## src/rtl/dmem_rr_arbiter.sv

```systemverilog
// Round-robin arbiter sharing one single-port dmem BRAM among NCORES cores, with LR/SC reservations.
// Optional feature: define DMEM_ARB_LRSC_EN to enable the per-core reservation registers.
module dmem_rr_arbiter #(
  parameter int unsigned NCORES     = 4,
  parameter int unsigned DMEM_ADDRW = 12
) (
  input  logic                       clk_i,
  input  logic                       rst_i,
  input  logic [NCORES-1:0]          re_packed_i,
  input  logic [NCORES-1:0]          we_packed_i,
  input  logic [DMEM_ADDRW*NCORES-1:0] addr_packed_i,
  input  logic [32*NCORES-1:0]       wdata_packed_i,
  input  logic [4*NCORES-1:0]        wstrb_packed_i,
  input  logic [NCORES-1:0]          is_lr_packed_i,
  input  logic [NCORES-1:0]          is_sc_packed_i,
  output logic [32*NCORES-1:0]       rdata_packed_o,
  output logic [NCORES-1:0]          stall_packed_o,
  output logic                       mem_re_o,
  output logic                       mem_we_o,
  output logic [DMEM_ADDRW-1:0]      mem_addr_o,
  output logic [31:0]                mem_wdata_o,
  output logic [3:0]                 mem_wstrb_o,
  input  logic [31:0]                mem_rdata_i
);

  localparam int unsigned PW = $clog2(NCORES);
  localparam int unsigned AW = DMEM_ADDRW;

  logic [NCORES-1:0] req;
  logic [PW-1:0]     ptr;
  logic [PW-1:0]     win;
  logic [PW-1:0]     cand;
  logic              grant;

  logic [AW-1:0]     addr_a  [NCORES];
  logic [31:0]       wdata_a [NCORES];
  logic [3:0]        wstrb_a [NCORES];

  logic              sel_re;
  logic              sel_we;
  logic              sel_sc;
  logic [AW-1:0]     sel_addr;
  logic              sc_ok;
  logic              do_write;

  logic              rsp_vld;
  logic [PW-1:0]     rsp_idx;
  logic              rsp_sc;
  logic              sc_fail;

  assign req = re_packed_i | we_packed_i;

  // Unpack per-core request slices
  always_comb begin
    for (int unsigned i = 0; i < NCORES; i++) begin
      addr_a[i]  = addr_packed_i[i*AW +: AW];
      wdata_a[i] = wdata_packed_i[i*32 +: 32];
      wstrb_a[i] = wstrb_packed_i[i*4 +: 4];
    end
  end

  // First requester at or after ptr wins; nothing is granted while in reset
  always_comb begin
    grant = 1'b0;
    win   = '0;
    cand  = '0;
    for (int unsigned k = 0; k < NCORES; k++) begin
      cand = PW'((32'(ptr) + k) % NCORES);
      if (!rst_i && !grant && req[cand]) begin
        grant = 1'b1;
        win   = cand;
      end
    end
  end

  assign sel_re   = re_packed_i[win];
  assign sel_we   = we_packed_i[win];
  assign sel_sc   = is_sc_packed_i[win];
  assign sel_addr = addr_a[win];

`ifdef DMEM_ARB_LRSC_EN
  logic [NCORES-1:0] resv_vld;
  logic [AW-1:0]     resv_addr [NCORES];
  logic              sel_lr;

  assign sel_lr = is_lr_packed_i[win];
  assign sc_ok  = resv_vld[win] && (resv_addr[win] == sel_addr);

  // Reservation valid bits: set by LR, dropped by own SC or any write to the reserved word
  always_ff @(posedge clk_i or posedge rst_i) begin
    if (rst_i) begin
      resv_vld <= '0;
    end else begin
      for (int unsigned j = 0; j < NCORES; j++) begin
        if (do_write && (resv_addr[j] == sel_addr)) resv_vld[j] <= 1'b0;
      end
      if (grant && sel_re && sel_lr) resv_vld[win] <= 1'b1;
      if (grant && sel_we && sel_sc) resv_vld[win] <= 1'b0;
    end
  end

  always_ff @(posedge clk_i) begin
    if (grant && sel_re && sel_lr) resv_addr[win] <= sel_addr;
  end
`else
  logic unused_lr;
  assign unused_lr = ^is_lr_packed_i;
  assign sc_ok     = 1'b1;
`endif

  assign do_write = grant && sel_we && (!sel_sc || sc_ok);

  // BRAM port driven from the winning slice, zero when idle
  assign mem_re_o    = grant && sel_re;
  assign mem_we_o    = do_write;
  assign mem_addr_o  = grant ? sel_addr     : '0;
  assign mem_wdata_o = grant ? wdata_a[win] : '0;
  assign mem_wstrb_o = grant ? wstrb_a[win] : '0;

  always_comb begin
    for (int unsigned i = 0; i < NCORES; i++) begin
      stall_packed_o[i] = req[i] && !(grant && (win == PW'(i)));
    end
  end

  always_ff @(posedge clk_i or posedge rst_i) begin
    if (rst_i) begin
      ptr     <= '0;
      rsp_vld <= 1'b0;
      rsp_idx <= '0;
      rsp_sc  <= 1'b0;
      sc_fail <= 1'b0;
    end else begin
      rsp_vld <= grant;
      rsp_idx <= win;
      rsp_sc  <= grant && sel_we && sel_sc;
      sc_fail <= !sc_ok;
      if (grant) ptr <= (win == PW'(NCORES - 1)) ? '0 : win + 1'b1;
    end
  end

  // Route last cycle's read data or SC status to the core granted last cycle
  always_comb begin
    for (int unsigned i = 0; i < NCORES; i++) begin
      rdata_packed_o[i*32 +: 32] = '0;
      if (rsp_vld && (rsp_idx == PW'(i))) begin
        rdata_packed_o[i*32 +: 32] = rsp_sc ? {31'b0, sc_fail} : mem_rdata_i;
      end
    end
  end

endmodule
```

## config.mk

```make
export PLATFORM = sky130hd
export DESIGN_NAME = dmem_rr_arbiter
export DESIGN_NICKNAME = d
export VERILOG_FILES = /design/src/rtl/dmem_rr_arbiter.sv
export SDC_FILE = /design/constraint.sdc
export NUM_CORES = 1
export LEC_CHECK = 0
export ABC_CLOCK_PERIOD_IN_PS = 3100
export BUFFER_PORTS_ARGS = -buffer_cell sky130_fd_sc_hd__buf_2
export CORE_AREA = 2 2 167 169
export CTS_BUF_LIST = sky130_fd_sc_hd__clkbuf_16
export CTS_CLUSTER_DIAMETER = 150
export DETAILED_ROUTE_END_ITERATION = 7
export DIE_AREA = 0 0 169 171
export GPL_TIMING_DRIVEN = 0
export PLACE_DENSITY = 0.34
export SETUP_SLACK_MARGIN = 0.05
export SLEW_MARGIN = 20
export SYNTH_ARGS = -nofsm -noshare
export SYNTH_HDL_FRONTEND = slang
export SYNTH_SLANG_ARGS = --single-unit
export TNS_END_PERCENT = 100
```

## constraint.sdc

```tcl
create_clock -name clk_i -period 3.1 [get_ports clk_i]
set_input_delay 0.31 -clock clk_i [delete_from_list [all_inputs] [get_ports clk_i]]
set_output_delay 0.31 -clock clk_i [all_outputs]
set_load 0.01 [all_outputs]
```

==> results of run 1 <==
## stage by stage
stage | TNS [ns] | instances | worst slack (ns) | area (um^2) | total power [mW]
global route | 0 | 1140 | 0.03103 | 5592 | 3.390
CTS | 0 | 1139 | 0.06137 | 5555 | 3.164
detailed placement | -0.4250 | 1134 | -0.06026 | 5441 | 2.911
global placement | -1.065 | 1134 | -0.09740 | 5441 | 2.940
floorplan | 0 | 369 | 0.7445 | 2912 | 1.814
finish | 0 | 1145 | 0.1745 | 5604 | 3.117
## cells in the mapped netlist (2+ instances only)
library cell,number,share of area [%]
sky130_fd_sc_hd__buf_2,6,1.0
sky130_fd_sc_hd__nor2_1,138,18
sky130_fd_sc_hd__nor2b_1,2,0.43
sky130_fd_sc_hd__mux4_1,5,4.5
sky130_fd_sc_hd__a221oi_1,2,0.60
sky130_fd_sc_hd__nand2_1,4,0.52
sky130_fd_sc_hd__inv_1,3,0.39
sky130_fd_sc_hd__a22oi_1,2,0.52
sky130_fd_sc_hd__a211o_1,2,0.60
sky130_fd_sc_hd__o21ai_0,4,0.69
sky130_fd_sc_hd__buf_6,2,0.77
sky130_fd_sc_hd__mux4_2,44,34
sky130_fd_sc_hd__and3_1,2,0.43
sky130_fd_sc_hd__a21oi_1,3,0.52
sky130_fd_sc_hd__nand4_1,3,0.64
sky130_fd_sc_hd__nand3_1,9,1.5
sky130_fd_sc_hd__buf_12,4,2.8
sky130_fd_sc_hd__nand3b_1,2,0.52
sky130_fd_sc_hd__and2_1,50,11
sky130_fd_sc_hd__dfrtp_1,6,5.2
sky130_fd_sc_hd__clkbuf_1,21,2.7
sky130_fd_sc_hd__a31oi_1,2,0.43
sky130_fd_sc_hd__nand2b_1,32,6.9
sky130_fd_sc_hd__or2_2,2,0.43
sky130_fd_sc_hd__o21a_1,5,1.3
## cells by family (layout without fill, tap and decap cells)
kind of cell    count (synthesis)  after routing  share of synthesized area, %
compound gates                 27             27                         6.962
buf+inv                        37            461                         7.778
flops                           6              6                         5.157
mux                            50             50                         38.93
other cells                     0              6                             0
simple gates                  249            249                         41.17
## cell type report
cell class / count / area, um^2 / share of cell area (%)
multi-input combinational: 326 / 2566 / 45.79
timing repair buffer: 421 / 2112 / 37.69
tap: 346 / 432.9 / 7.725
buffer: 33 / 234.0 / 4.175
sequential: 6 / 151.4 / 2.701
clock buffer: 3 / 75.07 / 1.340
inverter: 4 / 17.52 / 0.3126
antenna: 6 / 15.01 / 0.2679
## sequential cells by signal, summed over array words and instances (netlist names)
| register | count |
|---|---|
| rsp_sc | 1 |
| ptr | 2 |
| rsp_vld | 1 |
| rsp_idx | 2 |
## how the worst max path moves through the flow
stage / startpoint / to / slack, ns / cells after the start
3_3_place_gp: re_packed_i[2] / mem_wdata_o[7] / -0.1 / 10
3_5_place_dp: re_packed_i[2] / mem_wdata_o[7] / -0.06 / 10
5_1_grt: ptr[0]$_DFFE_PP0N_ / mem_wdata_o[7] / 0.03 / 9
6_report: ptr[1]$_DFFE_PP0N_ / mem_wdata_o[3] / 0.17 / 10
4_1_cts: ptr[1]$_DFFE_PP0N_ / mem_wdata_o[7] / 0.06 / 10
2_1_floorplan: re_packed_i[2] / mem_re_o / 0.74 / 8
## power breakdown
group | internal, mW | leakage (nW) | switching (mW) | total [mW]
Clock | 0.165 | 0.0370 | 0.0424 | 0.208
Sequential | 0.109 | 0.0720 | 0.0489 | 0.158
Combinational | 1.28 | 2.92 | 1.47 | 2.75
Total | 1.56 | 3.03 | 1.56 | 3.12
## what timing repair did
action / CTS / global route
setup buffers: 2 / 0
setup endpoints to repair: 50 / 49
hold buffers: 0 / 0
gates resized for setup: 9 / 14
## routing by layer
layer	global-route usage [%]	wire length (um)
met1	12.53	6960
met2	27.17	11100
met3	4.372	2070
met4	2.378	350
met5	0	46
## worst register-to-register path, stage by stage, from the launching register on
cell                       delay (ns)
sky130_fd_sc_hd__dfrtp_1         0.37
sky130_fd_sc_hd__buf_4           0.20
sky130_fd_sc_hd__and2_1          0.20
sky130_fd_sc_hd__nand3_1         0.16
sky130_fd_sc_hd__a211oi_4        0.34
sky130_fd_sc_hd__nor2_4          0.09
sky130_fd_sc_hd__inv_4           0.13
sky130_fd_sc_hd__buf_4           0.22
sky130_fd_sc_hd__nand3_1         0.09
sky130_fd_sc_hd__a221oi_1        0.33
==> metrics list, run 1 <==
- Weighted congestion at the end of routability-driven global placement: 0.7944
- The initial antenna violation count came to 9.
- For this block, the initial DRC count from the detailed router was 107.
- The cell sitting at the root of the clock tree is a sky130_fd_sc_hd__clkbuf_16.
* Mapped Cells: 369
- Source of the worst register-to-register timing path: ptr[1]$_DFFE_PP0N_
* Fraction of layout instances using a drive strength above 1: 62.67%
* GRT Util Overall: 13.14%
* Vias in the first global route: 4617
- The largest single stage delay on the critical path is 0.37 ns.
- Number of buffer cells added on primary ports: 419
- The final count of hold timing violations is 0.
* GRT overflow: 0
- Number of endpoints failing setup at the final stage: 0
* Wire length of the first global-routing pass: 28.34 mm
- Final worst path period need: 2.925 ns
- Number of distinct library cells after synthesis: 39
* Avg Inst Size Synth: 7.890 um^2
* Post-synthesis register bit count: 6
- Post-synthesis cell area: 2912 um^2
* Final period utilization: 94.37%
- Dominant register cell in the synthesized netlist: sky130_fd_sc_hd__dfrtp_1
- In the routed design, unresolved DRC markers number 0.
* Arrival time at the worst endpoint: 2.62 ns
* Final-stage net count: 1037
- The clock passes through at most 2 buffers.
- Setup repair after global routing could not meet its margin everywhere.
- For the worst setup path, the data required time is 2.79 ns.
- Die H: 171 um
- Die Width: 169 um
* Top library cells by usage in the layout, fill and taps aside: 419 x sky130_fd_sc_hd__buf_2, 135 x sky130_fd_sc_hd__nor2_1, 50 x sky130_fd_sc_hd__and2_1
- In this run the static leakage power is 3.029 nW.
- Worst setup slack for register-to-register paths: 0.84 ns
- Fill cells in the final layout number 3132.
- For the pin with the worst max-slew slack, the measured transition is 0.6311 ns.
- Utilization after layout: 20.51%
* Register clock-pin slew on the reported worst setup and hold paths: 0.04 ns
- Post-synth EDFFs: 0
- The tightest min-delay check is of the input port to async pin type.
- Rel. slew slack: 57.93%
- Power per cell area: 556.1 nW/um^2
* Part of the Yosys area used for sequential elements: 5.157%
* Final Max Slew Viols: 0
- TritonCTS built the clock tree.
- CTS H-tree lvls: 1
- Status: complete, no violations
* Yosys warning total: 0
- Leaving out fill and tap cells, the most frequent cell in the layout is sky130_fd_sc_hd__buf_2.
* I/O pin total: 424
- Measured in cells, the most critical reg-to-reg path has a length of 9.
- Maximum fanout along the worst path: 10
* Bufs and invs on worst path: 4
* WL per Instance: 17.93 um
- The floorplan step defined a die boundary enclosing 28900 um^2.
- For this block, the routed nets add up to 20.53 mm of wire.
* Synthesized net count: 611
- Based on the critical path, the design can be clocked at up to 341.8 MHz.
- Sort of element at the start of the critical path: register
- IR analysis of the VDD net gives a maximum drop of 0.1713 mV.
- Entering global routing, the biggest net connects 11 pins.
- Max cap viols: 0
* Capturing element type of the critical path: primary output
* Slowest stage cell, crit path: sky130_fd_sc_hd__dfrtp_1
- Clock latency of the later-clocked register in the worst-skew pair: 0.23 ns
- Hold is met by 0.1169 ns.
- DP HPWL: 18.27 mm
- TritonCTS created 3 clock buffers.
- FFs w/ async S/R, synth: 100.0%
- Via density per instance: 3.955
- Cell class contributing the biggest share of worst-path delay: buffers and inverters
* Category of the critical setup timing path: register to primary output
- Number of iterations in the first detailed-routing pass: 4
- Antenna Violating Nets Remaining: 0
* Core ar.: 27320 um^2
* Critical path cell sequence: buf_4 > and2_1 > nand3_1 > a211oi_4 > nor2_4 > inv_4 > buf_4 > mux4_2 > and2_1 > buf_2
* Crit Reg-Reg Endpoint: rsp_sc$_DFF_PP0_
- Starting density of the core: 10.66%
- Overall via count from detail_route: 4529
- Clock tree synthesis found a total of 6 sinks.
* Std-Cell Rows: 61
- Final setup skew: 0.005589 ns
* Area growth, synth to finish: 92.48%
Note: power is estimated with default switching activity, not from simulation.
==> inputs of run 2 (changes only) <==
--- a/config.mk
+++ b/config.mk
@@ -5,7 +5,7 @@
 export SDC_FILE = /design/constraint.sdc
 export NUM_CORES = 1
 export LEC_CHECK = 0
-export ABC_CLOCK_PERIOD_IN_PS = 3100
+export ABC_CLOCK_PERIOD_IN_PS = 2700
 export BUFFER_PORTS_ARGS = -buffer_cell sky130_fd_sc_hd__buf_2
 export CORE_AREA = 2 2 167 169
 export CTS_BUF_LIST = sky130_fd_sc_hd__clkbuf_16
==> constraint.sdc (replaced) <==
create_clock -name clk_i -period 2.7 [get_ports clk_i]
set_input_delay 0.27 -clock clk_i [delete_from_list [all_inputs] [get_ports clk_i]]
set_output_delay 0.27 -clock clk_i [all_outputs]
set_load 0.01 [all_outputs]
==> metrics list, run 2 (same netlist as run 1, synthesis figures left out) <==
- Status: finished with violations (was complete, no violations)
- The checks that failed: negative setup slack.
- Starting density of the core: 10.66% (unchanged)
- The number of max-slew violations in the final report was 0 (unchanged).
- Rel. slew slack: 58.21% (was 57.93%)
- WL final: 21.46 mm (was 20.53 mm)
- The type of the tightest min-delay check is input port to async pin (unchanged).
- The area of all placed cells without fillers came to 6115 um^2 (was 5604 um^2).
- Maximum clock insertion buffer count: 2 (unchanged)
* DP HPWL: 18.27 mm (unchanged)
* TritonCTS Buffers: 3 (unchanged)
* Top cell by count, worst path: sky130_fd_sc_hd__buf_12
- The power density normalized to cell area is 687.9 nW/um^2 (was 556.1 nW/um^2).
* Slowest stage cell, crit path: sky130_fd_sc_hd__mux4_2 (was sky130_fd_sc_hd__dfrtp_1)
- Wire length of the first global-routing pass: 28.88 mm (was 28.34 mm)
- The via count normalized by instance count is 3.996 (was 3.955).
- GRT Util Overall: 13.34% (was 13.14%)
* Antenna Violating Nets Remaining: 0 (unchanged)
- Source of the worst register-to-register timing path: ptr[1]$_DFFE_PP0N_ (unchanged)
- The I/O pin total came to 424 (unchanged).
* Die area: 28900 um^2 (unchanged)
* Critical Path Max Stage Delay: 0.53 ns (was 0.37 ns)
- Register clock-pin slew on the reported worst setup and hold paths: 0.04 ns (about the same)
- The largest fanout on the critical path was 5 (was 10).
- The final worst-path setup slack was -0.1237 ns (was 0.1745 ns).
- Clock tree from TritonCTS: built (unchanged)
- The total via count in the routed design was 4663 (was 4529).
- Std-Cell Rows: 61 (unchanged)
- Leading cell type in the layout, fill and taps excluded: sky130_fd_sc_hd__buf_2 (unchanged)
- The static leakage power is 3.253 nW (was 3.029 nW).
- Final worst path period need: 2.824 ns
- Layout fillers: 3104 (was 3132)
* Number of endpoints failing setup at the final stage: 49 (was 0)
- Highest layer used for signal routing: met5 (unchanged)
* Die Width: 169 um (unchanged)
- The max-capacitance violation count came to 0 (unchanged).
- The routed length on met1 came to 7.222 mm (was 6.960 mm).
- Static timing analysis puts the maximum clock frequency at 354.1 MHz.
- Number of iterations in the first detailed-routing pass: 4 (unchanged)
- Antenna violations before repair: 9 (unchanged)
* CTS H-tree lvls: 1 (unchanged)
- Final setup TNS: -3.586 ns (was 0 ns)
- Peak VDD IR: 0.2141 mV (was 0.1713 mV)
- The post-placement cell area was 5441 um^2 (unchanged).
* Hold violation total from the final report: 0 (unchanged)
* WL per Instance: 18.39 um (was 17.93 um)
- Post-layout total power: 4.206 mW (was 3.117 mW)
- Number of remaining DRC errors: 0 (unchanged)
* Weighted congestion at the end of routability-driven global placement: 0.7944 (unchanged)
- Sort of element at the start of the critical path: register (unchanged)
- Category of the critical setup timing path: register to primary output (unchanged)
* Core ar.: 27320 um^2 (unchanged)
- Met2 wire length: 11.92 mm (was 11.10 mm)
- Met3 routed WL: 2.045 mm (was 2.070 mm)
- The pin count of the biggest net entering global routing came to 11 (unchanged).
- RSZ-0062 raised after global routing: true (unchanged)
- The maximum clock skew at final layout is 0.006021 ns (was 0.005589 ns).
- The clock latency at the later pin of the worst-skew pair came to 0.23 ns (about the same).
- The data arrival at the endpoint of the critical path is 2.55 ns (was 2.62 ns).
- The overall die height came to 171 um (unchanged).
- Critical path cell sequence: nor2b_1 > nand3_1 > nand4_1 > o31a_1 > buf_6 > buf_12 > buf_12 > mux4_2 > and2_1 > buf_2 (was buf_4 > and2_1 > nand3_1 > a211oi_4 > nor2_4 > inv_4 > buf_4 > mux4_2 > and2_1 > buf_2).
- Largest registers: ptr: 2 flops, rsp_idx: 2 flops (unchanged)
- Number of cells on the worst reg-to-reg path: 8 (was 9)
- Hold slack: 0.07596 ns (was 0.1169 ns)
- In the finished design, the share of the clock period the worst path needs comes to 104.6%.
- Final-stage net count: 1061 (was 1037)
- Worst Max-Slew Pin Slew: 0.6269 ns (was 0.6311 ns)
- The sum of overflow across all layers after global routing was 0 (unchanged).
- Required time at the worst-slack endpoint: 2.43 ns (was 2.79 ns)
* Launching element of the worst setup path: ptr[0]$_DFFE_PP0N_ (was ptr[1]$_DFFE_PP0N_)
* Area growth, synth to finish: 110.0% (was 92.48%)
- Vias in the first global route: 4698 (was 4617)
* TritonCTS sink count: 6 (unchanged)
- The number of port buffers came to 419 (unchanged).
- Fraction of layout instances using a drive strength above 1: 66.71% (was 62.67%)
- Number of violations reported at the end of detailed-routing iteration 0: 99 (was 107)
- Capturing element type of the critical path: primary output (unchanged)
- Top library cells by usage in the layout, fill and taps aside: 409 x sky130_fd_sc_hd__buf_2, 133 x sky130_fd_sc_hd__nor2_1, 47 x sky130_fd_sc_hd__mux4_2 (was 419 x sky130_fd_sc_hd__buf_2, 135 x sky130_fd_sc_hd__nor2_1, 50 x sky130_fd_sc_hd__and2_1).
- The buffer type at the clock tree root is sky130_fd_sc_hd__clkbuf_16 (unchanged).
==> run 2: cell types whose count changed in the layout (fill, tap and decap cells not counted), sizes merged <==
| cell | delta |
|---|---|
| buf | +19 |
| clkbuf | +5 |
| clkinv | +1 |
| diode | -2 |
| inv | -1 |
==> run 2: timing repair <==
action	4_1_cts	5_1_grt
resized for setup	61	26
hold buffers	0	0
endpoints found under the setup margin	54	51
buffers inserted	13	7
pin swaps	2	9
gates cloned	0	6
==> run 2: final timing paths <==
kind | slack [ns] | endpoint
worst min register to register | 0.68 | ptr[0]$_DFFE_PP0N_
worst max-delay path | -0.12 | mem_wdata_o[4]
max in group asynchronous | 2.37 | ptr[0]$_DFFE_PP0N_
min in group clk_i | 0.36 | rsp_sc$_DFF_PP0_
worst max register to register | 0.52 | rsp_sc$_DFF_PP0_
worst min-delay path | 0.08 | ptr[1]$_DFFE_PP0N_
==> run 2: area by class of cell <==
class                      count  area, um^2  area share (%)
antenna                        4       10.01          0.1637
buffer                        33       294.0           4.809
clock buffer                   3       75.07           1.228
inverter                       4       25.02          0.4092
multi-input combinational    326        2643           43.22
sequential                     6       151.4           2.476
tap                          346       432.9           7.080
timing repair buffer         445        2484           40.62
==> run 2: metrics by stage <==
step	util [%]	setup slack, ns	cells
final	22.38	-0.1237	1167
after global routing	22.34	-0.2334	1163
after CTS	21.33	-0.09672	1150
after detailed placement	19.91	-0.3803	1134
after global placement	19.91	-0.4174	1134
after floorplan	-	0.3994	369
==> run 2: critical path: cells and delay by family, from the launching register on <==
kind                   cells  cell delay (ns)
AND/OR/NAND/NOR            4             0.64
buffers and inverters      4             0.58
multiplexers               1             0.53
flip-flops                 1             0.40
AO/OA/AOI/OAI              1             0.17
==> run 2: routing by layer <==
metal / GRT usage (%) / vias to the layer above
met1: 12.68 / 2156
li1: - / 2207
met3: 4.326 / 22
met4: 1.858 / 8
met2: 27.99 / 270
met5: 0 / -
==> run 2: report_power, final <==
part	internal (mW)	switching (mW)	leakage (nW)
Sequential	0.125	0.0515	0.0720
Clock	0.190	0.0492	0.0370
Combinational	1.94	1.85	3.14
Total	2.25	1.95	3.25
